$ cat src/rtl/board_pkg.sv
// Board-level constants shared by the ULX3S glue logic: clock rate, button
// count and which buttons are wired active-low, plus a helper to turn a
// millisecond duration into a clock-cycle count.
package board_pkg;

    localparam int CLK_HZ = 25_000_000;

    localparam int N_BTN = 7;

    // btn[0] (PWR) pulls the pin low when pressed; the rest pull it high.
    localparam logic [N_BTN-1:0] BTN_ACTIVE_LOW = 7'b0000001;

    // Debounce window used by default: 10 ms of clock cycles.
    localparam int DB_MS = 10;

    // Cycles of CLK_HZ in the given number of milliseconds.
    function automatic int ms_to_cycles(input int ms);
        return (CLK_HZ / 1000) * ms;
    endfunction

endpackage

$ cat src/rtl/btn_debounce_chan.sv
// One button channel: polarity normalisation, 2-FF synchroniser, hold-time
// counter and the accepted ("stable") level with registered press/release
// pulses. A new level is only accepted after it has been seen unchanged in
// the synchronised domain for DB_CYCLES consecutive cycles; any return to
// the accepted level throws away all progress.
module btn_debounce_chan
    import board_pkg::*;
#(
    parameter int DB_CYCLES  = 250000,
    parameter bit ACTIVE_LOW = 1'b0
) (
    input  logic i_clk,
    input  logic i_rst_n,
    input  logic i_btn,
    output logic o_btn,
    output logic o_press,
    output logic o_release
);

    // Counter only needs to reach DB_CYCLES-1; guard the degenerate width.
    localparam int CNT_W = (DB_CYCLES > 2) ? $clog2(DB_CYCLES) : 1;
    localparam logic [CNT_W-1:0] CNT_MAX = CNT_W'(DB_CYCLES - 1);

    // STABLE: synchronised input agrees with accepted level.
    // PENDING: it disagrees and the hold counter is running.
    localparam logic [0:0] ST_STABLE  = 1'b0;
    localparam logic [0:0] ST_PENDING = 1'b1;

    logic             raw;
    logic             s1;
    logic             s2;
    logic             stb;
    logic [CNT_W-1:0] cnt;
    logic [0:0]       state;
    logic             expire;

    // Flip active-low pins so that 1 always means "pressed" from here on.
    assign raw = i_btn ^ ACTIVE_LOW;

    assign state  = (s2 != stb) ? ST_PENDING : ST_STABLE;
    assign expire = (state == ST_PENDING) && (cnt == CNT_MAX);

    // Two-flop synchroniser for the asynchronous pin; reset means "not pressed".
    always_ff @(posedge i_clk or negedge i_rst_n) begin
        if (!i_rst_n) begin
            s1 <= 1'b0;
            s2 <= 1'b0;
        end else begin
            s1 <= raw;
            s2 <= s1;
        end
    end

    // Hold counter: runs only while pending, cleared on acceptance or on any bounce back.
    always_ff @(posedge i_clk or negedge i_rst_n) begin
        if (!i_rst_n) begin
            cnt <= '0;
        end else begin
            case (state)
                ST_STABLE: begin
                    cnt <= '0;
                end
                ST_PENDING: begin
                    if (cnt == CNT_MAX) begin
                        cnt <= '0;
                    end else begin
                        cnt <= cnt + 1'b1;
                    end
                end
                default: begin
                    cnt <= '0;
                end
            endcase
        end
    end

    // Accepted level plus one-cycle edge pulses, all updated on the accept edge.
    always_ff @(posedge i_clk or negedge i_rst_n) begin
        if (!i_rst_n) begin
            stb       <= 1'b0;
            o_press   <= 1'b0;
            o_release <= 1'b0;
        end else begin
            o_press   <= expire &  s2;
            o_release <= expire & ~s2;
            if (expire) begin
                stb <= s2;
            end
        end
    end

    assign o_btn = stb;

endmodule

$ cat src/rtl/btn_debounce.sv
// Button conditioning for the ULX3S: one independent debounce channel per
// button pin. Downstream logic uses o_btn (1 = pressed) instead of raw btn,
// and o_press/o_release for single-cycle edge events.
module btn_debounce
    import board_pkg::*;
#(
    parameter int                        N_BTN      = board_pkg::N_BTN,
    parameter int                        DB_CYCLES  = board_pkg::ms_to_cycles(board_pkg::DB_MS),
    parameter logic [board_pkg::N_BTN-1:0] ACTIVE_LOW = board_pkg::BTN_ACTIVE_LOW
) (
    input  logic             i_clk,
    input  logic             i_rst_n,
    input  logic [N_BTN-1:0] i_btn,
    output logic [N_BTN-1:0] o_btn,
    output logic [N_BTN-1:0] o_press,
    output logic [N_BTN-1:0] o_release
);

    for (genvar g = 0; g < N_BTN; g++) begin : g_chan
        btn_debounce_chan #(
            .DB_CYCLES  (DB_CYCLES),
            .ACTIVE_LOW (ACTIVE_LOW[g])
        ) u_chan (
            .i_clk     (i_clk),
            .i_rst_n   (i_rst_n),
            .i_btn     (i_btn[g]),
            .o_btn     (o_btn[g]),
            .o_press   (o_press[g]),
            .o_release (o_release[g])
        );
    end

endmodule

$ cat config.mk
export PLATFORM = sky130hd
export DESIGN_NAME = btn_debounce
export DESIGN_NICKNAME = d
export VERILOG_FILES = /design/src/rtl/board_pkg.sv /design/src/rtl/btn_debounce_chan.sv /design/src/rtl/btn_debounce.sv
export SDC_FILE = /design/constraint.sdc
export NUM_CORES = 1
export LEC_CHECK = 0
export CAP_MARGIN = 20
export CELL_PAD_IN_SITES_DETAIL_PLACEMENT = 1
export CELL_PAD_IN_SITES_GLOBAL_PLACEMENT = 2
export CORE_MARGIN = 4
export CORE_UTILIZATION = 39
export DETAILED_ROUTE_END_ITERATION = 8
export PLACE_DENSITY = 0.85
export REMOVE_ABC_BUFFERS = 1
export SLEW_MARGIN = 20
export SYNTH_ARGS = -nofsm -noshare
export SYNTH_HDL_FRONTEND = slang
export SYNTH_HIERARCHICAL = 1
export SYNTH_SLANG_ARGS = --single-unit
$ cat constraint.sdc
create_clock -name i_clk -period 3 [get_ports i_clk]
set_input_delay 0.6 -clock i_clk [delete_from_list [all_inputs] [get_ports i_clk]]
set_output_delay 0.6 -clock i_clk [all_outputs]
set_load 0.02 [all_outputs]
==> results.sh, run 1 <==
export IMPL_status="complete, no violations"
export IMPL_dp_hpwl_um=11800
export IMPL_switchingPower_mw=1.02
export IMPL_path_cells="clkdlybuf4s50_1"
export IMPL_finalWirelength_um=17200
export IMPL_cp_required_ns=2.40
export IMPL_cts_root_buf="clkbuf_16"
export IMPL_pre_cts_slack_ns=0.938
export IMPL_cp_startpoint="g_chan[4].u_chan/o_btn"
export IMPL_numCtsBuffers=17
export IMPL_final_min_clock_period_ns=2.10
export IMPL_r2r_start="g_chan[1].u_chan/cnt[0]"
export IMPL_antenna_left=0
export IMPL_area_growth_pct=16.6
export IMPL_start_kind="flip-flop"
export IMPL_seq_area_frac_synth_pct=53.8
export IMPL_cp_slowest_stage_delay_ns=0.65
export IMPL_initial_core_util_pct=39.9
export IMPL_antenna_cells=0
export IMPL_async_flop_share_pct=100
export IMPL_reg2reg_depth=5
export IMPL_drive_gt1_share_pct=9.75
export IMPL_h_tree_depth=4
export IMPL_rsz0062_at_grt="false"
export IMPL_power_frac_comb_pct=3.2
export IMPL_core_um2=18800
export IMPL_p_sw_share_pct=22.1
export IMPL_first_iter_violations=265
export IMPL_antenna_found_initial=0
export IMPL_cts_tree="built"
export IMPL_syn_avg_cell_area_um2=10.6
export IMPL_clkLatencyLatePin_ns=0.42
export IMPL_port_buffer_count=29
export IMPL_p_leak_nw=3.42
export IMPL_fp_dieW_um=147
export IMPL_synth_xor_area_share_pct=10.7
export IMPL_synthAdderAreaFrac_pct=1.17
export IMPL_endpoint="o_btn[4]"
export IMPL_clk_pin_slew_ns=0.07
export IMPL_grt_pass1_vias=6116
export IMPL_clockPowerShare_pct=48.4
export IMPL_grt_remaining_overflow=0
export IMPL_fin_worst_skew_ns=0.0102
export IMPL_nets=772
export IMPL_ys_warn_count=6
export IMPL_dr_pass1_iters=4
export IMPL_synth_area_mux_share_pct=1.05
export IMPL_hold_class="input pin to asynchronous set/reset pin"
export IMPL_finalSetupViolCount=0
export IMPL_cts_hold_buf=0
export IMPL_wire_per_inst_um=17.1
export IMPL_r2r_end="g_chan[1].u_chan/cnt[16]"
export IMPL_maxCapViolations=0
export IMPL_die_height_um=147
export IMPL_grt_use_total_pct=16.7
export IMPL_critPathKind="flip-flop to output port"
export IMPL_drc_errors=0
export IMPL_cp_max_fo=5
export IMPL_synth_edff_count=0
export IMPL_num_fill_cells=2087
export IMPL_critPathArrivalTime_ns=1.50
export IMPL_gp_congestion=0.791
export IMPL_vdd_ir_drop_max_mv=0.308
export IMPL_viasPerCell=5.67
export IMPL_ys_types=27
export IMPL_cts_resized=0
export IMPL_syn_cell_area_um2=7480
export IMPL_synth_top_family_by_area="simple AND/OR/NAND/NOR gates"
export IMPL_clk_path_buf_depth=2
export IMPL_cp_buffers_inverters=1
export IMPL_post_route_period_util_pct=70.2
export IMPL_synth_seq_cells=161
export IMPL_timing_fmax_mhz=475
export IMPL_cts_setup_buffers=0
export IMPL_synth_cells=708
export IMPL_die_area_um2=21500
export IMPL_synth_compound_area_share_pct=5.50
export IMPL_synthSimpleGateAreaFrac_pct=26.5
export IMPL_ys_flop_type="dfrtp_1"
export IMPL_setup_tns_ns=0
export IMPL_worstMarginPinSlew_ns=0.747
export IMPL_power_frac_seq_pct=48.4
export IMPL_boundaryPins=30
export IMPL_slew_headroom_pct=50.2
export IMPL_setup_ws_ns=0.895
export IMPL_p_int_mw=3.61
export IMPL_ff2ff_setup_slack_ns=0.93
export IMPL_critPathTopFamily="buffers and inverters"
export IMPL_vias=5692
export IMPL_pwr_density_cell_nw_per_um2=531
export IMPL_critPathCaptureType="output port"
export IMPL_hold_viol=0
export IMPL_cp_depth=1
export IMPL_grt_pass1_wl_um=29900
export IMPL_final_max_slew_viol_count=0
export IMPL_slowest_stage="clkdlybuf4s50_1"
export IMPL_grt_start_max_net_pins=80
export IMPL_num_rows=50
export IMPL_clock_sinks=161
[cell families (layout without fill, tap and decap cells)]
kind of cell,Yosys count,after routing
AOI/OAI and AO/OA,63,63
xor gates and xnor gates,91,91
adders and majority gates,7,7
buffers and inverters,22,83
DFF,161,161
muxes,7,7
and+or+nand+nor,357,357
[cells in the mapped netlist (8+ instances only)]
cell     instances  area share (%)
a21oi_1         28             1.9
dfrtp_1        161              54
inv_1            8            0.40
nand2_1         42             2.1
nand3_1         28             1.9
nand4_1         42             3.5
nor2_1          98             4.9
nor3_1          14            0.94
nor3b_1         14             1.4
nor4_1          21             1.8
o21ai_0         21             1.4
or3_1           21             1.8
or4_1           35             3.5
xnor2_1         42             4.9
xor2_1          49             5.7
[power by group through the flow]
stage	clock [mW]	sequential (mW)	combinational, mW
6_report	2.24	2.24	0.148
5_1_grt	2.41	2.24	0.170
4_1_cts	2.31	2.24	0.155
3_5_place_dp	0	2.28	0.153
3_3_place_gp	0	2.27	0.146
2_1_floorplan	0	2.27	0.0571
[metrics by stage]
step | total power, mW | instance area, um2 | util (%) | hold WS (ns) | std cells
2_1_floorplan | 2.33 | 7410 | - | 0.304 | 694
3_3_place_gp | 2.42 | 8120 | 43.2 | 0.335 | 971
3_5_place_dp | 2.43 | 8120 | 43.2 | 0.340 | 971
4_1_cts | 4.70 | 8730 | 46.5 | 0.238 | 1003
5_1_grt | 4.82 | 8730 | 46.5 | 0.263 | 1003
6_report | 4.63 | 8730 | 46.5 | 0.206 | 1003
[cell type report]
cell class	instances	area (um2)	area share [%]
Sequential cell	161	4030	46.2
Multi-Input combinational cell	525	3350	38.4
Clock buffer	19	453	5.19
Timing Repair Buffer	43	409	4.69
Tap cell	234	293	3.35
Clock inverter	13	160	1.83
Inverter	8	30.0	0.344
[layout by cell type, fill, tap and decap left out, types with 8 or more instances in the layout]
| master | count |
|---|---|
| o21ai_0 | 21 |
| buf_4 | 13 |
| clkbuf_16 | 17 |
| dfrtp_1 | 161 |
| nand2_1 | 42 |
| xnor2_1 | 42 |
| a21oi_1 | 28 |
| inv_1 | 8 |
| nor4_1 | 21 |
| clkdlybuf4s50_1 | 28 |
| or3_1 | 21 |
| nor2_1 | 98 |
| nand4_1 | 42 |
| nand3_1 | 28 |
| nor3b_1 | 14 |
| or4_1 | 35 |
| xor2_1 | 49 |
| nor3_1 | 14 |
[flip-flops by register name, summed over array words and instances (netlist names)]
name and cells:
g_chan.u_chan/cnt 126, g_chan.u_chan/o_btn 7, g_chan.u_chan/o_press 7, g_chan.u_chan/o_release 7, g_chan.u_chan/s1 7, g_chan.u_chan/s2 7
[worst min path at each step]
stage | from | end | slack (ns) | depth (start not counted)
after floorplan | i_rst_n | g_chan[0].u_chan/cnt[0] | 0.30 | 0
after global placement | g_chan[0].u_chan/s1 | g_chan[0].u_chan/s2 | 0.33 | 0
after detailed placement | g_chan[2].u_chan/s1 | g_chan[2].u_chan/s2 | 0.34 | 0
after CTS | i_rst_n | g_chan[3].u_chan/cnt[15] | 0.24 | 1
after global routing | i_rst_n | g_chan[3].u_chan/cnt[15] | 0.26 | 1
final | i_rst_n | g_chan[3].u_chan/cnt[15] | 0.21 | 1
[per-layer routing]
| metal | part of all wire (%) | global-route usage, % | vias up |
|---|---|---|---|
| li1 | - | - | 2672 |
| met1 | 45 | 20.8 | 2931 |
| met2 | 51 | 28.5 | 70 |
| met3 | 2.9 | 4.47 | 19 |
| met4 | 1.2 | 4.75 | 0 |
| met5 | 0 | 0 | - |
No activity file was read; power rests on OpenSTA's default activity.
==> run 2, diff against run 1 <==
- CORE_UTILIZATION: 39 -> 37
- PLACE_DENSITY: 0.85 -> 0.84
- clock period: 3 -> 1.7 ns (I/O delays scaled with it)
==> results.sh, run 2 (synthesis gave the netlist of run 1 again) <==
export IMPL_setup_tns_ns=-21.70
export IMPL_whs_ns=0.350
export IMPL_power_total_mw=9.15
export IMPL_clk_pin_slew_ns=0.07
export IMPL_slew_headroom_pct=63.9
export IMPL_worstMarginPinSlew_ns=0.541
export IMPL_path_cells="nor4_2, nand3_1, or4_4, mux2_2"
export IMPL_critPathArrivalTime_ns=2.27
export IMPL_final_common_cell="buf_4"
export IMPL_cp_required_ns=2.01
export IMPL_grt_pass1_wl_um=41900
export IMPL_die_height_um=150
export IMPL_p_leak_nw=4.88
export IMPL_num_rows=51
export IMPL_rsz0062_at_grt="true"
export IMPL_area_growth_pct=59.4
export IMPL_wire_per_inst_um=22.4
export IMPL_dp_hpwl_um=15100
export IMPL_antenna_found_initial=0
export IMPL_nets=998
export IMPL_clockPowerShare_pct=50.0
export IMPL_grt_start_max_net_pins=46
export IMPL_gp_congestion=0.824
export IMPL_power_frac_seq_pct=43.2
export IMPL_fin_worst_skew_ns=0.00940
export IMPL_boundaryPins=30
export IMPL_final_min_clock_period_ns=1.95
export IMPL_status="complete, but fails checks"
export IMPL_cp_buffers_inverters=0
export IMPL_slowest_stage="or4_4"
export IMPL_timing_fmax_mhz=512
export IMPL_port_buffer_count=29
export IMPL_hold_viol=0
export IMPL_power_frac_comb_pct=6.8
export IMPL_start_kind="flip-flop"
export IMPL_critPathTopFamily="simple AND/OR/NAND/NOR gates"
export IMPL_fp_dieW_um=150
export IMPL_pre_cts_slack_ns=-0.267
export IMPL_final_max_slew_viol_count=0
export IMPL_antenna_left=0
export IMPL_mostFrequentLayoutCells="buf_4, dfrtp_1, xor2_1"
export IMPL_p_sw_share_pct=22.0
export IMPL_grt_remaining_overflow=0
export IMPL_vias=6978
export IMPL_switchingPower_mw=2.01
export IMPL_critPathKind="flip-flop to flip-flop"
export IMPL_die_area_um2=22600
export IMPL_pwr_density_cell_nw_per_um2=768
export IMPL_largest_register="g_chan.u_chan/cnt"
export IMPL_antenna_cells=0
export IMPL_setup_ws_ns=-0.251
export IMPL_finalSetupViolCount=145
export IMPL_cts_root_buf="clkbuf_16"
export IMPL_vdd_ir_drop_max_mv=0.867
export IMPL_cts_tree="built"
export IMPL_p_int_mw=7.14
export IMPL_hold_class="input pin to flip-flop"
export IMPL_dr_pass1_iters=4
export IMPL_violations="setup timing"
export IMPL_largest_register_ffs=126
export IMPL_grt_use_total_pct=23.7
export IMPL_dp_cells=1186
export IMPL_h_tree_depth=4
export IMPL_initial_core_util_pct=38.1
export IMPL_viasPerCell=5.54
export IMPL_grt_pass1_vias=7870
export IMPL_critPathCaptureType="flip-flop"
export IMPL_finalWirelength_um=28200
export IMPL_numCtsBuffers=17
export IMPL_core_um2=19700
export IMPL_drc_errors=0
export IMPL_clk_path_buf_depth=2
export IMPL_post_route_period_util_pct=115
export IMPL_finalNonFillerCells=1260
export IMPL_cp_slowest_stage_delay_ns=0.62
export IMPL_first_iter_violations=293
export IMPL_maxCapViolations=0
export IMPL_cp_max_fo=4
export IMPL_clkLatencyLatePin_ns=0.43
export IMPL_drive_gt1_share_pct=50.3
export IMPL_clock_sinks=161
==> run 2: changes by cell type in the layout (fill, tap and decap cells not counted), moves of 21 or more <==
cell and change:
clkdlybuf4s50_1 -21, nor2_1 -83, a21oi_1 -25, or4_4 +27, nor2_4 +43, or4_1 -27, buf_4 +180, nor2_2 +40
buf_6 +36, a21oi_2 +24, dlygate4sd2_1 +21
==> run 2: what timing repair did <==
| action | 4_1_cts | 5_1_grt |
|---|---|---|
| buffers inserted | 21 | 13 |
| pin swaps | 97 | 52 |
| hold buffers | 1 | 0 |
| cloned | 7 | 1 |
| gates resized for setup | 218 | 147 |
| hold endpoints to repair | 37 | 0 |
| setup endpoints to repair | 164 | 147 |
==> run 2: power by group through the flow <==
stage          Combinational [mW]  Clock (mW)  Sequential (mW)
6_report                    0.624        4.57             3.96
5_1_grt                     0.676        4.82             3.96
4_1_cts                     0.512        4.64             3.96
2_1_floorplan               0.101           0             4.01
3_3_place_gp                0.365           0             4.00
3_5_place_dp                0.386           0             4.01
==> run 2: layer usage <==
| layer | share of wire, % | GRT usage, % |
|---|---|---|
| met1 | 38 | 25.7 |
| met2 | 57 | 45.6 |
| met3 | 2.7 | 3.76 |
| met4 | 2.7 | 9.29 |
| met5 | 0 | 0 |
==> run 2: layout make-up <==
cell class              count  area (um2)
flip-flops and latches    161        4030
repair buffers            269        2310
multi-input cells         525        4520
clock buffers              19         443
clock inverters            13         258
inverters                   8        30.0
fillers                  2074        7730
well taps                 265         332
==> run 2: worst paths after layout <==
check / start / endpoint / slack, ns / depth (start not counted)
max in group asynchronous: i_rst_n / g_chan[5].u_chan/cnt[0] / 0.65 / 3
setup / recovery: g_chan[1].u_chan/cnt[9] / g_chan[1].u_chan/o_btn / -0.25 / 4
min in group asynchronous: i_rst_n / g_chan[3].u_chan/cnt[1] / 0.43 / 2
hold / removal: i_btn[6] / g_chan[6].u_chan/s1 / 0.35 / 1
hold reg to reg: g_chan[3].u_chan/s1 / g_chan[3].u_chan/s2 / 0.35 / 0
setup reg to reg: g_chan[1].u_chan/cnt[9] / g_chan[1].u_chan/o_btn / -0.25 / 4
==> run 2: metrics by stage <==
step | cell area (um2) | util [%]
final | 11900 | 60.7
after global routing | 11900 | 60.7
after CTS | 11200 | 57.2
after detailed placement | 9570 | 48.7
after global placement | 9570 | 48.7
after floorplan | 7410 | -
==> run 3, diff against run 2 <==
- CORE_ASPECT_RATIO: default -> 1.2
- GPL_TIMING_DRIVEN: default -> 0
- HOLD_SLACK_MARGIN: default -> 0.06
==> results.sh, run 3 (synthesis gave the netlist of run 1 again) <==
export IMPL_fin_worst_skew_ns=0.0131
export IMPL_finalSetupViolCount=147
export IMPL_final_common_cell="buf_4"
export IMPL_p_leak_nw=4.42
export IMPL_cp_required_ns=2.01
export IMPL_hp_start="i_btn[2]"
export IMPL_viasPerCell=5.43
export IMPL_power_frac_seq_pct=46.8
export IMPL_vdd_ir_drop_max_mv=0.739
export IMPL_switchingPower_mw=1.95
export IMPL_numCtsBuffers=17
export IMPL_status="complete, but fails checks"
export IMPL_grt_start_max_net_pins=95
export IMPL_critPathCaptureType="flip-flop"
export IMPL_boundaryPins=30
export IMPL_start_kind="flip-flop"
export IMPL_p_sw_share_pct=23.1
export IMPL_die_area_um2=22600
export IMPL_vias=6455
export IMPL_violations="setup timing"
export IMPL_clkLatencyLatePin_ns=0.43
export IMPL_num_rows=56
export IMPL_initial_core_util_pct=38.0
export IMPL_worstMarginPinSlew_ns=0.538
export IMPL_clock_sinks=161
export IMPL_power_frac_comb_pct=6.3
export IMPL_dp_hpwl_um=11000
export IMPL_maxCapViolations=0
export IMPL_dr_pass1_iters=4
export IMPL_whs_ns=0.347
export IMPL_mostFrequentLayoutCells="buf_4, dfrtp_1, dfrtp_2"
export IMPL_pwr_density_cell_nw_per_um2=759
export IMPL_critPathKind="flip-flop to flip-flop"
export IMPL_core_um2=19700
export IMPL_finalWirelength_um=22200
export IMPL_area_growth_pct=48.9
export IMPL_cp_max_fo=7
export IMPL_r2r_start="g_chan[1].u_chan/cnt[11]"
export IMPL_cts_root_buf="clkbuf_16"
export IMPL_drc_errors=0
export IMPL_timing_fmax_mhz=518
export IMPL_clk_path_buf_depth=2
export IMPL_h_tree_depth=4
export IMPL_first_iter_violations=232
export IMPL_cp_slowest_stage_delay_ns=0.57
export IMPL_critPathArrivalTime_ns=2.24
export IMPL_gp_congestion=0.783
export IMPL_final_max_slew_viol_count=0
export IMPL_antenna_left=0
export IMPL_largest_register="g_chan.u_chan/cnt"
export IMPL_clockPowerShare_pct=47.0
export IMPL_hold_viol=0
export IMPL_fp_dieW_um=138
export IMPL_placed_area_um2=8160
export IMPL_p_int_mw=6.51
export IMPL_nets=930
export IMPL_grt_pass1_wl_um=35800
export IMPL_antenna_found_initial=0
export IMPL_grt_pass1_vias=7076
export IMPL_path_cells="or4b_4, o41ai_4, buf_6, nor2_4"
export IMPL_largest_register_ffs=126
export IMPL_cp_startpoint="g_chan[1].u_chan/cnt[11]"
export IMPL_grt_remaining_overflow=0
export IMPL_grt_use_total_pct=19.7
export IMPL_drive_gt1_share_pct=50.4
export IMPL_antenna_cells=0
export IMPL_port_buffer_count=29
export IMPL_clk_pin_slew_ns=0.07
export IMPL_post_route_period_util_pct=114
export IMPL_cts_tree="built"
export IMPL_register_area_um2=4100
export IMPL_rsz0062_at_grt="true"
export IMPL_slowest_stage="or4b_4"
export IMPL_setup_tns_ns=-16.81
export IMPL_fin_area_um2=11100
export IMPL_die_height_um=164
export IMPL_slew_headroom_pct=64.1
export IMPL_ff2ff_setup_slack_ns=-0.23
export IMPL_num_fill_cells=2061
export IMPL_fin_util_pct=56.6
export IMPL_hold_class="input pin to flip-flop"
export IMPL_setup_ws_ns=-0.231
export IMPL_final_min_clock_period_ns=1.93
export IMPL_wire_per_inst_um=18.7
export IMPL_multi_input_area_um2=4370
run 3: cell types whose count changed in the layout (fill, tap and decap cells not counted), sizes merged:
cell and change:
clkbuf +2, buf -68, inv +2, clkinv -3
bufinv -4, clkinvlp +3
run 3: final cells by class:
type,count,area share (%)
clock buffers,21,4.04
flip-flops and latches,161,36.8
inverters,8,0.269
repair buffers,201,15.3
well taps,261,2.93
multi-input cells,525,39.2
clock inverters,11,1.39
run 3: stage by stage:
step	setup slack (ns)	power, mW	cells
2_1_floorplan	-0.328	4.11	694
3_3_place_gp	-6.30	4.24	984
3_5_place_dp	-0.559	4.28	987
4_1_cts	-0.158	8.46	1160
5_1_grt	-0.280	8.79	1188
6_report	-0.231	8.46	1188
run 3: power by group through the flow:
stage | clock network, mW | registers (mW) | logic [mW]
after floorplan | 0 | 4.01 | 0.101
after global placement | 0 | 4.02 | 0.220
after detailed placement | 0 | 4.02 | 0.257
after CTS | 4.05 | 3.96 | 0.460
after global routing | 4.25 | 3.96 | 0.577
final | 3.97 | 3.96 | 0.529
run 3: metal layers:
layer	share of wire (%)	track usage (%)	wire length, um	up-vias
met5	0	0	0	-
met4	1.3	5.08	286	0
met3	2.2	3.83	477	23
met2	57	36.5	12600	80
met1	40	23.1	8770	3357
li1	-	-	-	2995
run 3: final timing paths:
kind                                            to  depth (start not counted)
max                        g_chan[1].u_chan/cnt[6]                          4
min in group asynchronous   g_chan[4].u_chan/o_btn                          2
min reg2reg                    g_chan[1].u_chan/s2                          0
max in group asynchronous  g_chan[0].u_chan/cnt[6]                          3
max reg2reg                g_chan[1].u_chan/cnt[6]                          4
min                            g_chan[2].u_chan/s1                          1
run 3: worst max-delay path: cells and delay by family (launching register included):
| kind | cells | cell delay [ns] |
|---|---|---|
| AND/OR/NAND/NOR | 2 | 0.62 |
| AO/OA/AOI/OAI | 1 | 0.52 |
| buffers and inverters | 1 | 0.24 |
| flip-flops | 1 | 0.42 |
run 3: what timing repair did:
action,CTS,global route
hold endpoints to repair,67,0
pin swaps,129,31
resized for setup,253,93
gates cloned,3,0
buffers inserted,137,29
hold buffers,1,0
endpoints found under the setup margin,167,146
